## config.mk

```make
export PLATFORM = sky130hd
export DESIGN_NAME = nibble_serial_addsub_flat
export DESIGN_NICKNAME = d
export VERILOG_FILES = /design/src/rtl/nibble_serial_addsub_if.sv /design/src/rtl/nibble_serial_addsub.sv /design/src/flat_wrapper.sv
export SDC_FILE = /design/constraint.sdc
export NUM_CORES = 1
export LEC_CHECK = 0
export BUFFER_PORTS_ARGS = -buffer_cell sky130_fd_sc_hd__buf_2
export CAP_MARGIN = 10
export CORE_MARGIN = 4
export CORE_UTILIZATION = 59
export CTS_CLUSTER_DIAMETER = 40
export DETAILED_ROUTE_END_ITERATION = 10
export GPL_TIMING_DRIVEN = 0
export PLACE_DENSITY = 0.91
export SLEW_MARGIN = 20
export SYNTH_ARGS = -nofsm -noshare
export SYNTH_HDL_FRONTEND = slang
export SYNTH_SLANG_ARGS = --single-unit
```

## constraint.sdc

```tcl
create_clock -name clk -period 8.2 [get_ports clk]
set_input_delay 0.41 -clock clk [delete_from_list [all_inputs] [get_ports clk]]
set_output_delay 0.41 -clock clk [all_outputs]
set_load 0.01 [all_outputs]
```

## src/rtl/nibble_serial_addsub_if.sv

```systemverilog
`default_nettype none
// ============================================================================
// Module  : nibble_serial_addsub_if
// Purpose : operand/result valid-ready bus for the nibble-serial add/sub unit
// Revision: 1.0 - initial release
// ============================================================================
interface nibble_serial_addsub_if #(
    parameter int NIBBLES = 4
);
    localparam int W = 4 * NIBBLES;

    logic         in_valid;
    logic         in_ready;
    logic [W-1:0] op_a;
    logic [W-1:0] op_b;
    logic         mode;
    logic         out_valid;
    logic         out_ready;
    logic [W-1:0] result;
    logic         carry_out;
    logic         overflow;
    logic         zero;

    // Producer/consumer side
    modport master (
        output in_valid, op_a, op_b, mode, out_ready,
        input  in_ready, out_valid, result, carry_out, overflow, zero
    );

    // Arithmetic unit side
    modport slave (
        input  in_valid, op_a, op_b, mode, out_ready,
        output in_ready, out_valid, result, carry_out, overflow, zero
    );
endinterface
`default_nettype wire

```

## src/rtl/nibble_serial_addsub.sv

```systemverilog
`default_nettype none
// ============================================================================
// Module  : nibble_serial_addsub
// Purpose : W-bit add/subtract built from one 4-bit slice, LSB nibble first
// Revision: 1.0 - initial release
// ============================================================================
module nibble_serial_addsub #(
    parameter int NIBBLES = 4
) (
    input  wire logic             clk,
    input  wire logic             rst_n,
    nibble_serial_addsub_if.slave bus
);
    localparam int W  = 4 * NIBBLES;
    localparam int IW = $clog2(NIBBLES);
    localparam logic [IW-1:0] LAST_IDX = IW'(NIBBLES - 1);

    typedef enum logic [1:0] {
        S_IDLE = 2'd0,
        S_RUN  = 2'd1,
        S_DONE = 2'd2
    } state_t;

    state_t        state_q;
    logic [W-1:0]  a_q;
    logic [W-1:0]  b_q;
    logic [IW-1:0] idx_q;
    logic          carry_q;
    logic [W-1:0]  result_q;
    logic          carry_out_q;
    logic          overflow_q;
    logic          zero_q;
    logic          in_ready_q;
    logic          out_valid_q;

    logic [3:0]    a_nib;
    logic [3:0]    b_nib;
    logic [4:0]    nib_sum;
    logic [W-1:0]  result_d;
    logic          overflow_d;

    // One 4-bit slice; the carry between nibbles lives only in carry_q.
    always_comb begin
        a_nib      = a_q[{idx_q, 2'b00} +: 4];
        b_nib      = b_q[{idx_q, 2'b00} +: 4];
        nib_sum    = {1'b0, a_nib} + {1'b0, b_nib} + {4'b0000, carry_q};
        result_d   = result_q;
        result_d[{idx_q, 2'b00} +: 4] = nib_sum[3:0];
        overflow_d = (a_q[W-1] == b_q[W-1]) && (result_d[W-1] != a_q[W-1]);
    end

    always_ff @(posedge clk or negedge rst_n) begin
        if (!rst_n) begin
            state_q     <= S_IDLE;
            a_q         <= '0;
            b_q         <= '0;
            idx_q       <= '0;
            carry_q     <= 1'b0;
            result_q    <= '0;
            carry_out_q <= 1'b0;
            overflow_q  <= 1'b0;
            zero_q      <= 1'b0;
            in_ready_q  <= 1'b1;
            out_valid_q <= 1'b0;
        end else begin
            case (state_q)
                S_IDLE: begin
                    if (bus.in_valid && in_ready_q) begin
                        // Subtract is A + ~B + 1: invert B once, seed carry with mode.
                        a_q        <= bus.op_a;
                        b_q        <= bus.mode ? ~bus.op_b : bus.op_b;
                        carry_q    <= bus.mode;
                        idx_q      <= '0;
                        in_ready_q <= 1'b0;
                        state_q    <= S_RUN;
                    end
                end
                S_RUN: begin
                    result_q <= result_d;
                    carry_q  <= nib_sum[4];
                    if (idx_q == LAST_IDX) begin
                        idx_q       <= '0;
                        carry_out_q <= nib_sum[4];
                        overflow_q  <= overflow_d;
                        zero_q      <= (result_d == '0);
                        out_valid_q <= 1'b1;
                        state_q     <= S_DONE;
                    end else begin
                        idx_q <= idx_q + 1'b1;
                    end
                end
                S_DONE: begin
                    if (bus.out_ready) begin
                        out_valid_q <= 1'b0;
                        in_ready_q  <= 1'b1;
                        state_q     <= S_IDLE;
                    end
                end
                default: begin
                    out_valid_q <= 1'b0;
                    in_ready_q  <= 1'b1;
                    state_q     <= S_IDLE;
                end
            endcase
        end
    end

    assign bus.in_ready  = in_ready_q;
    assign bus.out_valid = out_valid_q;
    assign bus.result    = result_q;
    assign bus.carry_out = carry_out_q;
    assign bus.overflow  = overflow_q;
    assign bus.zero      = zero_q;
endmodule
`default_nettype wire

```

## src/flat_wrapper.sv

```systemverilog
// flat-port wrapper written by rule: the top's interface ports become plain ports
module nibble_serial_addsub_flat 
#(
    parameter int NIBBLES = 4
)
  (clk, rst_n, bus_in_valid, bus_op_a, bus_op_b, bus_mode, bus_out_ready, bus_in_ready, bus_out_valid, bus_result, bus_carry_out, bus_overflow, bus_zero);
  nibble_serial_addsub_if #(.NIBBLES(NIBBLES)) bus_i ();
  input  wire logic clk;
  input  wire logic rst_n;
  input wire logic [$bits(bus_i.in_valid)-1:0] bus_in_valid;
  input wire logic [$bits(bus_i.op_a)-1:0] bus_op_a;
  input wire logic [$bits(bus_i.op_b)-1:0] bus_op_b;
  input wire logic [$bits(bus_i.mode)-1:0] bus_mode;
  input wire logic [$bits(bus_i.out_ready)-1:0] bus_out_ready;
  output wire logic [$bits(bus_i.in_ready)-1:0] bus_in_ready;
  output wire logic [$bits(bus_i.out_valid)-1:0] bus_out_valid;
  output wire logic [$bits(bus_i.result)-1:0] bus_result;
  output wire logic [$bits(bus_i.carry_out)-1:0] bus_carry_out;
  output wire logic [$bits(bus_i.overflow)-1:0] bus_overflow;
  output wire logic [$bits(bus_i.zero)-1:0] bus_zero;
  assign bus_i.in_valid = bus_in_valid;
  assign bus_i.op_a = bus_op_a;
  assign bus_i.op_b = bus_op_b;
  assign bus_i.mode = bus_mode;
  assign bus_i.out_ready = bus_out_ready;
  assign bus_in_ready = bus_i.in_ready;
  assign bus_out_valid = bus_i.out_valid;
  assign bus_result = bus_i.result;
  assign bus_carry_out = bus_i.carry_out;
  assign bus_overflow = bus_i.overflow;
  assign bus_zero = bus_i.zero;
  nibble_serial_addsub #(.NIBBLES(NIBBLES)) u_core (.clk(clk), .rst_n(rst_n), .bus(bus_i));
endmodule
```

# After elaboration in Yosys (flattened, before gate mapping)
# Index checks and enable logic that the tools add are counted.
# word_totals
elab_cells	58
inputBits	37
regBits	58
# op_classes
n_addsub	4
n_shift	4
n_bitwise	3
reduce_logical	11
eq_ne	8
n_mux	17
# op_table
cell	n
$shiftx 16x5->4	2
$bwmux 16	1
$logic_not 16->1	1
$mux 16	1
$not 16->16	1
$shift 4x6->16 const A	1
$shiftx 4x6->16	1
$mux 2	5
$reduce_and 3->1	3
$neg 4->6	1
$pmux 1 s3	2
$pmux 2 s3	1
$reduce_and 2->1	3
$add 4x4->5	1
$add 5x1->5	1
$mux 1	5
$eq 2x2->1 const B	2
$ne 2x1->1 const B	2
$pmux 2 s2	1
$add 2x1->2 const B	1
$eq 2x1->1 const B	1
$logic_and 1x1->1	2
$logic_not 2->1	1
$ne 2x2->1 const B	1
5 further kinds	6

# Logic depth before layout (Yosys ltp)
# Gate-level depths: netlist (run 1).
# depth
depth_word	7
mapped_depth	10
depth_no_buf	8

# Worst setup path before layout (run 1)
# OpenSTA, ideal clock, no wires.
# synth_timing
path_type	register -> register
start	reg u_core.idx_q[0]
end	reg u_core.zero_q, in the netlist u_core.bus.zero
arrival_time_ps	2996
synth_period_minus_slack_ps	3117
t_required_ps	8078
path_buffers	2
path_stages_with_launch	11
slack_ps	5083
cell_sequence	dfrtp_1 buf_2 buf_4 mux4_2 fa_1 inv_1 fa_1 o31ai_1 o41ai_1 and4_1 a32o_1
# synth_via
elab_chain_len	6
word_cells_on_any_way	11
# synth_rtl
item	line_no	rtl
from (decl)	nibble_serial_addsub.sv:27	logic [IW-1:0] idx_q;
from (signal assigned)	nibble_serial_addsub.sv:89	idx_q <= idx_q + 1'b1;
$shiftx 16x5->4 (on tied branches)	nibble_serial_addsub.sv:44, nibble_serial_addsub.sv:45	
$add 4x4->5	nibble_serial_addsub.sv:46	nib_sum = {1'b0, a_nib} + {1'b0, b_nib} + {4'b0000, carry_q};
$add 5x1->5	nibble_serial_addsub.sv:46	
$shiftx 4x6->16	nibble_serial_addsub.sv:48	result_d[{idx_q, 2'b00} +: 4] = nib_sum[3:0];
$bwmux 16	nibble_serial_addsub.sv:48	
$logic_not 16->1	nibble_serial_addsub.sv:85	zero_q <= (result_d == '0);
to (signal assigned)	nibble_serial_addsub.sv:85	
to (decl)	nibble_serial_addsub.sv:32	logic zero_q;
# Parallel ways exist; a longest one is shown, timed or not.
# A chain may end at the register's enable or synchronous reset.

# Worst setup path after layout (run 1)
# Same ends and word-level chain as after synthesis.

==> impl_metrics.tcl, run 1 <==
set metrics [dict create \
    netlist_instances 275 \
    design.core.area_sq_um 4820 \
    synth_top_cell_by_area "dfrtp_1" \
    clkPwrFrac 0.155 \
    setup_viol 0 \
    ir_drop_uv 272 \
    pwr-share-seq 0.329 \
    place.gp.congestion 0.875 \
    grt_overflow 0 \
    drt_wl_total_mm 6.80 \
    power.leakage_nw 1.66 \
    path_clk_slew_ns 0.07 \
    holdBufCountCts 0 \
    fmax_mhz 289 \
    internal_power_w 0.000853 \
    mappedNetlistNets 323 \
    vias 2424 \
    switchingPower_w 0.000640 \
    hold_viol_final 0 \
    pin_count 58 \
    slew_headroom 0.531 \
    fin_skew_ns 0.00512 \
    ys_warn_count 0 \
    drcViolationCount 0 \
    tns_ns 0 \
    cts-root-buf "clkbuf_8" \
    period_minus_slack_ns 3.46 \
    synth_seq_cells 58 \
    initial_utilization 0.625 \
    wl_per_cell_microns 16.4 \
    rsz0062_at_grt "no" \
    yosysUniqueCellTypes 42 \
    post-route-util 0.736 \
    grt_pass1_vias 2473 \
    nets 390 \
    outcome "finished clean" \
    finalCritPeriodShare 0.422 \
    startpoint_type "flip-flop" \
    comb_power_share 0.516 \
    htreeDepth 3 \
    ys_top_cells_by_area "dfrtp_1 (47%), mux2_2 (6.0%), mux4_2 (6.0%), xnor2_1 (4.9%), a21oi_1 (4.0%)" \
    die_x_microns 79.4 \
    final_antenna_net_count 0 \
    syn_area_sq_um 3010 \
    cts_resized 0 \
    hold_ws_ns 0.126 \
    drt-initial-drc-count 127 \
    fp.dieH_microns 79.4 \
    drt_pass1_iterations 6 \
    final_cell_mix "buf_2 (64), dfrtp_1 (57), nor2_1 (27)" \
    fill_cells 336 \
    numCtsBuffers 9 \
    io_buffers 56 \
    std_cell_rows 25 \
    end_kind "flip-flop" \
    ys_seq_area_frac 0.483 \
    area_growth_pct 17.9 \
    synth_top_area_frac 0.474 \
    cp_data_required_time_ns 8.43 \
    worst_pin_slew_ns 0.703 \
    syn_area_per_cell_sq_um 10.9 \
    grt_max_degree 59 \
    grt_pass1_wl_mm 11.2 \
    post-dp-hpwl_mm 5.02 \
    diodes 0 \
    clockBufferDepth 2 \
    viasPerCell 5.86 \
    antenna_found_initial 0 \
    arrival_ns 3.69 \
    drv_cap 0 \
    crit_fanout 10 \
    drive_above_1_share 0.323 \
    power_w 0.00149 \
    critPathKind "flip-flop to flip-flop" \
    ff2ff_path_depth 10 \
    layout_commonest_cell "buf_2" \
    dieArea_sq_um 6310 \
    crit_path_start "u_core.idx_q[0]$_DFFE_PN0P_" \
    clock_latency_ns 0.34 \
    cts_setup_buffers 0 \
    cts_sinks 58 \
    cts_tree "done" \
    final_max_slew_viol_count 0 \
    worstReg2RegStart "u_core.idx_q[0]$_DFFE_PN0P_" \
    power_density_nw_per_um2 421 \
    track_usage 0.236 \
    hold_class "primary input to async pin" \
    swShare 0.429 \
]
[worst paths after layout]
path	end	slack [ns]
max	u_core.bus.zero$_DFFE_PN0P_	4.74
min	u_core.bus.result[12]$_DFFE_PN0P_	0.13
max reg2reg	u_core.bus.zero$_DFFE_PN0P_	4.74
min reg2reg	u_core.bus.result[13]$_DFFE_PN0P_	0.50
max in group asynchronous	u_core.b_q[11]$_DFFE_PN0P_	7.61
min in group clk	u_core.a_q[3]$_DFFE_PN0P_	0.30
[per-layer routing]
metal	global-route usage	vias up	wire, microns
li1	-	1114	-
met1	0.276	1151	2670
met2	0.390	131	3320
met3	0.0655	28	571
met4	0.139	0	227
met5	0	-	0
[stage by stage]
stage,instances,worst slack (ns),instance area (sq um)
floorplan,275,5.08,3010
global placement,398,4.82,3370
detailed placement,398,4.78,3380
CTS,414,4.76,3550
global route,414,4.52,3550
finish,414,4.74,3550
[registers in the layout, indices dropped and copies added (netlist names)]
register	count
u_core.bus.out_valid	1
u_core.bus.result	16
u_core.bus.overflow	1
u_core.b_q	16
u_core.bus.in_ready	1
u_core.bus.carry_out	1
u_core.carry_q	1
u_core.a_q	16
u_core.state_q	2
u_core.bus.zero	1
u_core.idx_q	2
[power by group through the flow]
stage / Combinational [W] / Clock, W / Sequential, W
after floorplan: 0.000552 / 0 / 0.000482
after global placement: 0.000727 / 0 / 0.000481
after detailed placement: 0.000755 / 0 / 0.000494
after CTS: 0.000761 / 0.000232 / 0.000490
after global routing: 0.000847 / 0.000247 / 0.000505
final: 0.000770 / 0.000231 / 0.000492
[final cells by class]
type | instances | area (sq um) | share of cell area
clock buffers | 11 | 141 | 0.0399
flip-flops and latches | 58 | 1450 | 0.410
multi-input cells | 192 | 1440 | 0.406
inverters | 10 | 37.5 | 0.0106
clock inverters | 5 | 30.0 | 0.00847
plain buffers | 15 | 78.8 | 0.0222
well taps | 67 | 83.8 | 0.0236
repair buffers | 56 | 283 | 0.0797
[synthesized netlist by cell type]
cell type and n:
fa_1 2, nand2b_1 3, nor2b_2 1, clkbuf_1 3
a32o_1 2, mux2i_1 2, mux4_2 8, buf_4 3
o21ai_1 1, a2111oi_0 2, mux2_2 16, o22ai_1 1
a22o_1 6, and4_1 1, a41oi_1 1, inv_2 1
nor3_1 5, xor2_1 1, a211oi_1 1, ha_1 9
xnor2_1 17, a21o_1 1, inv_1 9, and3_1 1
nand2_1 26, a22oi_1 1, dfstp_2 1, o21ai_0 8
nor3b_4 1, a21oi_1 24, nor2b_1 6, o211a_1 1
o21bai_1 1, dfrtp_1 57, nor2_1 27, nor4_1 2
o31ai_1 3, nand3_1 3, buf_2 9, nor3_2 1
o41ai_1 5, a31oi_1 2
[critical path, cell delays in order (launching register included)]
cell and delay (ns):
dfrtp_1 0.39, buf_2 0.26, buf_4 0.26, mux4_2 0.56, fa_1 0.41, inv_1 0.08
fa_1 0.53, o31ai_1 0.27, o41ai_1 0.11, and4_1 0.21, a32o_1 0.26
[cell families after synthesis]
kind of cell,share of synthesized area
AO/OA/AOI/OAI,0.129
AND/OR/NAND/NOR,0.120
adder cells (fa/ha/maj),0.0507
buffers and inverters,0.0387
multiplexers,0.126
flip-flops,0.483
XOR/XNOR,0.0524
Note: power is estimated with default switching activity, not from simulation.
==> inputs of run 2 (changes only) <==
Settings changed: CORE_UTILIZATION 59 to 50, PLACE_DENSITY 0.91 to 0.83.
Clock period 8.2 ns to 3.1 ns, I/O delays scaled along.
==> run 2 against run 1 <==
Count of clock-buffer cells in the layout decreased by 2. Sequential power rose to 2.6 times the previous value. Clock power rose to 3.4 times the previous value. Die area increased by 16%. Sequential share of layout area shrank 1.6 points. Routed wire length rose by 0.18%. Clock skew grew 0.0047 ns. Maximum frequency increased by 17%. Power rose to 2.9 times the previous value. Flip-flop and latch count stayed put. Largest cell class is now multi-input combinational cells.
==> impl_metrics.tcl, run 2 (synthesized netlist as in run 1, its figures left out) <==
set metrics [dict create \
    outcome "finished clean" \
    numCtsBuffers 9 \
    worstReg2RegStart "u_core.idx_q[0]$_DFFE_PN0P_" \
    drive_above_1_share 0.348 \
    rsz0062_at_grt "no" \
    hold_viol_final 0 \
    pin_count 58 \
    drt_pass1_iterations 4 \
    dpl_worst_slack_ns -0.286 \
    cp_data_required_time_ns 3.34 \
    hold_ws_ns 0.0291 \
    post-dp-hpwl_mm 4.92 \
    grt_max_degree 59 \
    arrival_ns 3.19 \
    layout_commonest_cell "buf_2" \
    final_antenna_net_count 0 \
    ff2ff_path_depth 10 \
    critPathKind "flip-flop to flip-flop" \
    power.leakage_nw 1.72 \
    grt_pass1_vias 2486 \
    r2r_slack_ns 0.15 \
    initial_utilization 0.530 \
    startpoint_type "flip-flop" \
    fin_skew_ns 0.00982 \
    slew_headroom 0.524 \
    ir_drop_uv 663 \
    crit_path_start "u_core.idx_q[0]$_DFFE_PN0P_" \
    design.core.area_sq_um 5680 \
    min_from "bus_op_a[12]" \
    fill_cells 456 \
    crit_fanout 10 \
    multi_input_area_sq_um 1460 \
    worst_pin_slew_ns 0.715 \
    fmax_mhz 339 \
    post-route-util 0.651 \
    min_path_cells 2 \
    clock_latency_ns 0.35 \
    diodes 0 \
    fp.dieH_microns 85.6 \
    grt_overflow 0 \
    vias 2319 \
    wl_per_cell_microns 16.0 \
    tns_ns 0 \
    place.gp.congestion 0.884 \
    path_clk_slew_ns 0.07 \
    hold_end "u_core.a_q[12]$_DFFE_PN0P_" \
    dieArea_sq_um 7320 \
    io_buffers 56 \
    cts-root-buf "clkbuf_8" \
    die_x_microns 85.6 \
    std_cell_rows 27 \
    drv_cap 0 \
    r2r_end "u_core.bus.zero$_DFFE_PN0P_" \
    grt_pass1_wl_mm 11.7 \
    antenna_found_initial 0 \
    fin_ws_ns 0.148 \
    end_kind "flip-flop" \
    cts_tree "done" \
    finalCritPeriodShare 0.952 \
    setup_viol 0 \
    placed_cells 403 \
    track_usage 0.206 \
    stdcell_count 425 \
    power_density_nw_per_um2 1190 \
    period_minus_slack_ns 2.95 \
    seqCellArea_sq_um 1450 \
    drcViolationCount 0 \
    cts_sinks 58 \
    htreeDepth 3 \
    final_cell_mix "buf_2 (63), dfrtp_1 (57), nor2_1 (27)" \
    final_max_slew_viol_count 0 \
    nets 396 \
    viasPerCell 5.46 \
    hold_class "primary input to flip-flop" \
    drt-initial-drc-count 118 \
    clockBufferDepth 2 \
    drt_wl_total_mm 6.81 \
    area_growth_pct 22.7 \
]
-- run 2: worst max-delay path by stage --
| stage | slack (ns) | end | cells after the start |
|---|---|---|---|
| 2_1_floorplan | 0.03 | u_core.bus.zero$_DFFE_PN0P_ | 10 |
| 3_3_place_gp | -0.23 | u_core.bus.zero$_DFFE_PN0P_ | 10 |
| 3_5_place_dp | -0.29 | u_core.bus.zero$_DFFE_PN0P_ | 9 |
| 4_1_cts | 0.02 | u_core.bus.zero$_DFFE_PN0P_ | 10 |
| 5_1_grt | 0.01 | u_core.bus.zero$_DFFE_PN0P_ | 10 |
| 6_report | 0.15 | u_core.bus.zero$_DFFE_PN0P_ | 10 |
-- run 2: through the flow --
step           power, W  instance area [sq um]
4_1_cts         0.00430                   3670
3_3_place_gp    0.00323                   3380
6_report        0.00439                   3690
2_1_floorplan   0.00274                   3010
5_1_grt         0.00471                   3690
3_5_place_dp    0.00332                   3380
-- run 2: report_power, final --
group | switching, W | total, W | internal (W)
logic | 0.00123 | 0.00231 | 0.00108
clock network | 0.000329 | 0.000787 | 0.000458
registers | 0.000216 | 0.00129 | 0.00107
total | 0.00177 | 0.00439 | 0.00261
-- run 2: worst max-delay path, stage by stage (launching register included) --
cell and delay [ns]:
dfrtp_1 0.37, buf_6 0.12, buf_12 0.13, mux4_2 0.55, fa_2 0.39, inv_1 0.08
fa_2 0.49, o31ai_2 0.19, o41ai_1 0.09, and4_1 0.17, a32o_1 0.25
-- run 2: final cells by class --
cell class,instances,area share
Sequential cell,58,0.393
Tap cell,72,0.0244
Inverter,10,0.0102
Multi-Input combinational cell,192,0.395
Clock inverter,7,0.0278
Timing Repair Buffer,62,0.0894
Clock buffer,9,0.0335
Buffer,15,0.0268
-- run 2: timing repair --
item                       4_1_cts  5_1_grt
gates resized for setup          7        4
hold endpoints to repair        57        0
buffers inserted                 4        1
hold buffers                     1        0
cloned                           0        0
pin swaps                        1        3
setup endpoints to repair        1        1
-- run 2: layer usage --
layer  global-route usage  vias up  share of wire
li1                     -     1126              -
met1                0.247     1121           0.42
met2                0.357       65           0.50
met3               0.0567        7          0.069
met4               0.0705        0         0.0093
met5                    0        -              0
==> inputs of run 3 (changes only) <==
Settings changed: ABC_AREA set to 0, SETUP_SLACK_MARGIN set to 0.4.
==> run 3 against run 2 <==
Maximum frequency is 1.0% higher. First-iteration DRC count is 0.85% higher. Setup slack better by 0.030 ns. Core utilization is 0.20 points lower. Worst hold slack better by 0.015 ns. Highest routed layer unchanged.
==> impl_metrics.tcl, run 3 (synthesized netlist as in run 1, its figures left out) <==
set metrics [dict create \
    hold_class "primary input to flip-flop" \
    path_clk_slew_ns 0.06 \
    grt_max_degree 59 \
    viasPerCell 5.60 \
    nets 401 \
    ir_drop_uv 594 \
    grt_overflow 0 \
    drv_cap 0 \
    period_minus_slack_ns 2.92 \
    outcome "finished clean" \
    multi_input_area_sq_um 1470 \
    cp_data_required_time_ns 3.32 \
    finalCritPeriodShare 0.943 \
    fmax_mhz 342 \
    end_kind "flip-flop" \
    hold_ws_ns 0.0438 \
    antenna_found_initial 0 \
    met2_usage 0.328 \
    clkPwrFrac 0.135 \
    pin_count 58 \
    final_antenna_net_count 0 \
    grt.met1_usage 0.270 \
    drcViolationCount 0 \
    pwr-share-seq 0.300 \
    place.gp.congestion 0.952 \
    grt-busiest-layer "met2" \
    vias 2395 \
    die_x_microns 85.6 \
    hold_viol_final 0 \
    power_density_nw_per_um2 1170 \
    initial_utilization 0.530 \
    fill_cells 464 \
    htreeDepth 3 \
    internal_power_w 0.00252 \
    critPathKind "flip-flop to flip-flop" \
    setup_viol 0 \
    std_cell_rows 27 \
    rsz0062_at_grt "yes" \
    drt_pass1_iterations 4 \
    drive_above_1_share 0.360 \
    globalRouteMet3Util 0.0413 \
    swShare 0.415 \
    cts_tree "done" \
    design.core.area_sq_um 5680 \
    clock_latency_ns 0.34 \
    slew_headroom 0.513 \
    worst_pin_slew_ns 0.731 \
    fp.dieH_microns 85.6 \
    drt-initial-drc-count 119 \
    diodes 0 \
    track_usage 0.208 \
    final_max_slew_viol_count 0 \
    wl_per_cell_microns 16.2 \
    fin_area_sq_um 3680 \
    cts_sinks 58 \
    dpl_cell_area_sq_um 3410 \
    fin_skew_ns 0.00837 \
    dieArea_sq_um 7320 \
    crit_fanout 6 \
    comb_power_share 0.565 \
    seqCellArea_sq_um 1450 \
    cts-root-buf "clkbuf_8" \
    clockBufferDepth 2 \
    area_growth_pct 22.4 \
    switchingPower_w 0.00179 \
    arrival_ns 3.14 \
    grt_pass1_vias 2390 \
    numCtsBuffers 9 \
    power.leakage_nw 1.72 \
    final_cell_mix "buf_2 (63), dfrtp_1 (57), nor2_1 (27)" \
    io_buffers 56 \
    post-dp-hpwl_mm 4.92 \
    layout_commonest_cell "buf_2" \
    grt_pass1_wl_mm 11.7 \
    drt_wl_total_mm 6.94 \
    startpoint_type "flip-flop" \
]
## run 3: changes by cell type in the layout (fill, tap and decap cells not counted), moves of 2 or more
cell       change
buf_4          +4
clkinv_4       -3
bufinv_16      -2
clkinv_2       +2
## run 3: worst max-delay path, cell delays in order, from the launching register on
cell and delay (ns):
dfrtp_1 0.36, buf_6 0.12, buf_12 0.11, mux4_2 0.53
fa_2 0.39, inv_2 0.07, fa_2 0.49, o31ai_1 0.21
o41ai_1 0.12, and4_1 0.17, a32o_1 0.24
## run 3: metal layers
layer / routed length, microns / part of all wire
met3: 383 / 0.055
met2: 3380 / 0.49
met5: 0 / 0
met4: 201 / 0.029
met1: 2970 / 0.43
## run 3: final cells by class
| cell class | instances | share of cell area |
|---|---|---|
| multi-input combinational | 192 | 0.400 |
| sequential | 58 | 0.394 |
| timing repair buffer | 67 | 0.101 |
| clock buffer | 11 | 0.0384 |
| buffer | 15 | 0.0268 |
| tap | 72 | 0.0245 |
| inverter | 10 | 0.0102 |
| clock inverter | 3 | 0.00476 |
## run 3: metrics by stage
| stage | setup TNS (ns) | power, W | util | cells | worst slack [ns] |
|---|---|---|---|---|---|
| 2_1_floorplan | 0 | 0.00281 | - | 275 | 0.237 |
| 3_3_place_gp | -0.0117 | 0.00330 | 0.600 | 403 | -0.0117 |
| 3_5_place_dp | -0.0358 | 0.00339 | 0.600 | 403 | -0.0358 |
| 4_1_cts | 0 | 0.00411 | 0.639 | 424 | 0.168 |
| 5_1_grt | 0 | 0.00466 | 0.649 | 428 | 0.102 |
| 6_report | 0 | 0.00431 | 0.649 | 428 | 0.178 |
## run 3: power groups by stage
stage                     Combinational, W  Clock [W]  Sequential [W]
after CTS                          0.00222   0.000599         0.00129
after floorplan                    0.00153          0         0.00128
after detailed placement           0.00208          0         0.00131
after global placement             0.00202          0         0.00128
final                              0.00244   0.000584         0.00129
after global routing               0.00268   0.000640         0.00133
## run 3: path summary, 6_finish.rpt
path | endpoint | cells past startpoint | startpoint | slack [ns]
worst min-delay path | u_core.a_q[10]$_DFFE_PN0P_ | 2 | bus_op_a[10] | 0.04
worst max-delay path | u_core.bus.zero$_DFFE_PN0P_ | 10 | u_core.idx_q[0]$_DFFE_PN0P_ | 0.18
min in group asynchronous | u_core.bus.out_valid$_DFFE_PN0P_ | 2 | rst_n | 0.42
worst max register to register | u_core.bus.zero$_DFFE_PN0P_ | 10 | u_core.idx_q[0]$_DFFE_PN0P_ | 0.18
max in group asynchronous | u_core.bus.result[8]$_DFFE_PN0P_ | 2 | rst_n | 2.20
worst min register to register | u_core.bus.overflow$_DFFE_PN0P_ | 2 | u_core.bus.overflow$_DFFE_PN0P_ | 0.51
## run 3: what timing repair did
| item | CTS | global route |
|---|---|---|
| pin swaps | 3 | 3 |
| setup buffers | 6 | 4 |
| setup endpoints to repair | 11 | 8 |
| gates resized for setup | 2 | 5 |
| cloned | 0 | 0 |
| endpoints found under the hold margin | 57 | 0 |
| hold buffers | 1 | 0 |
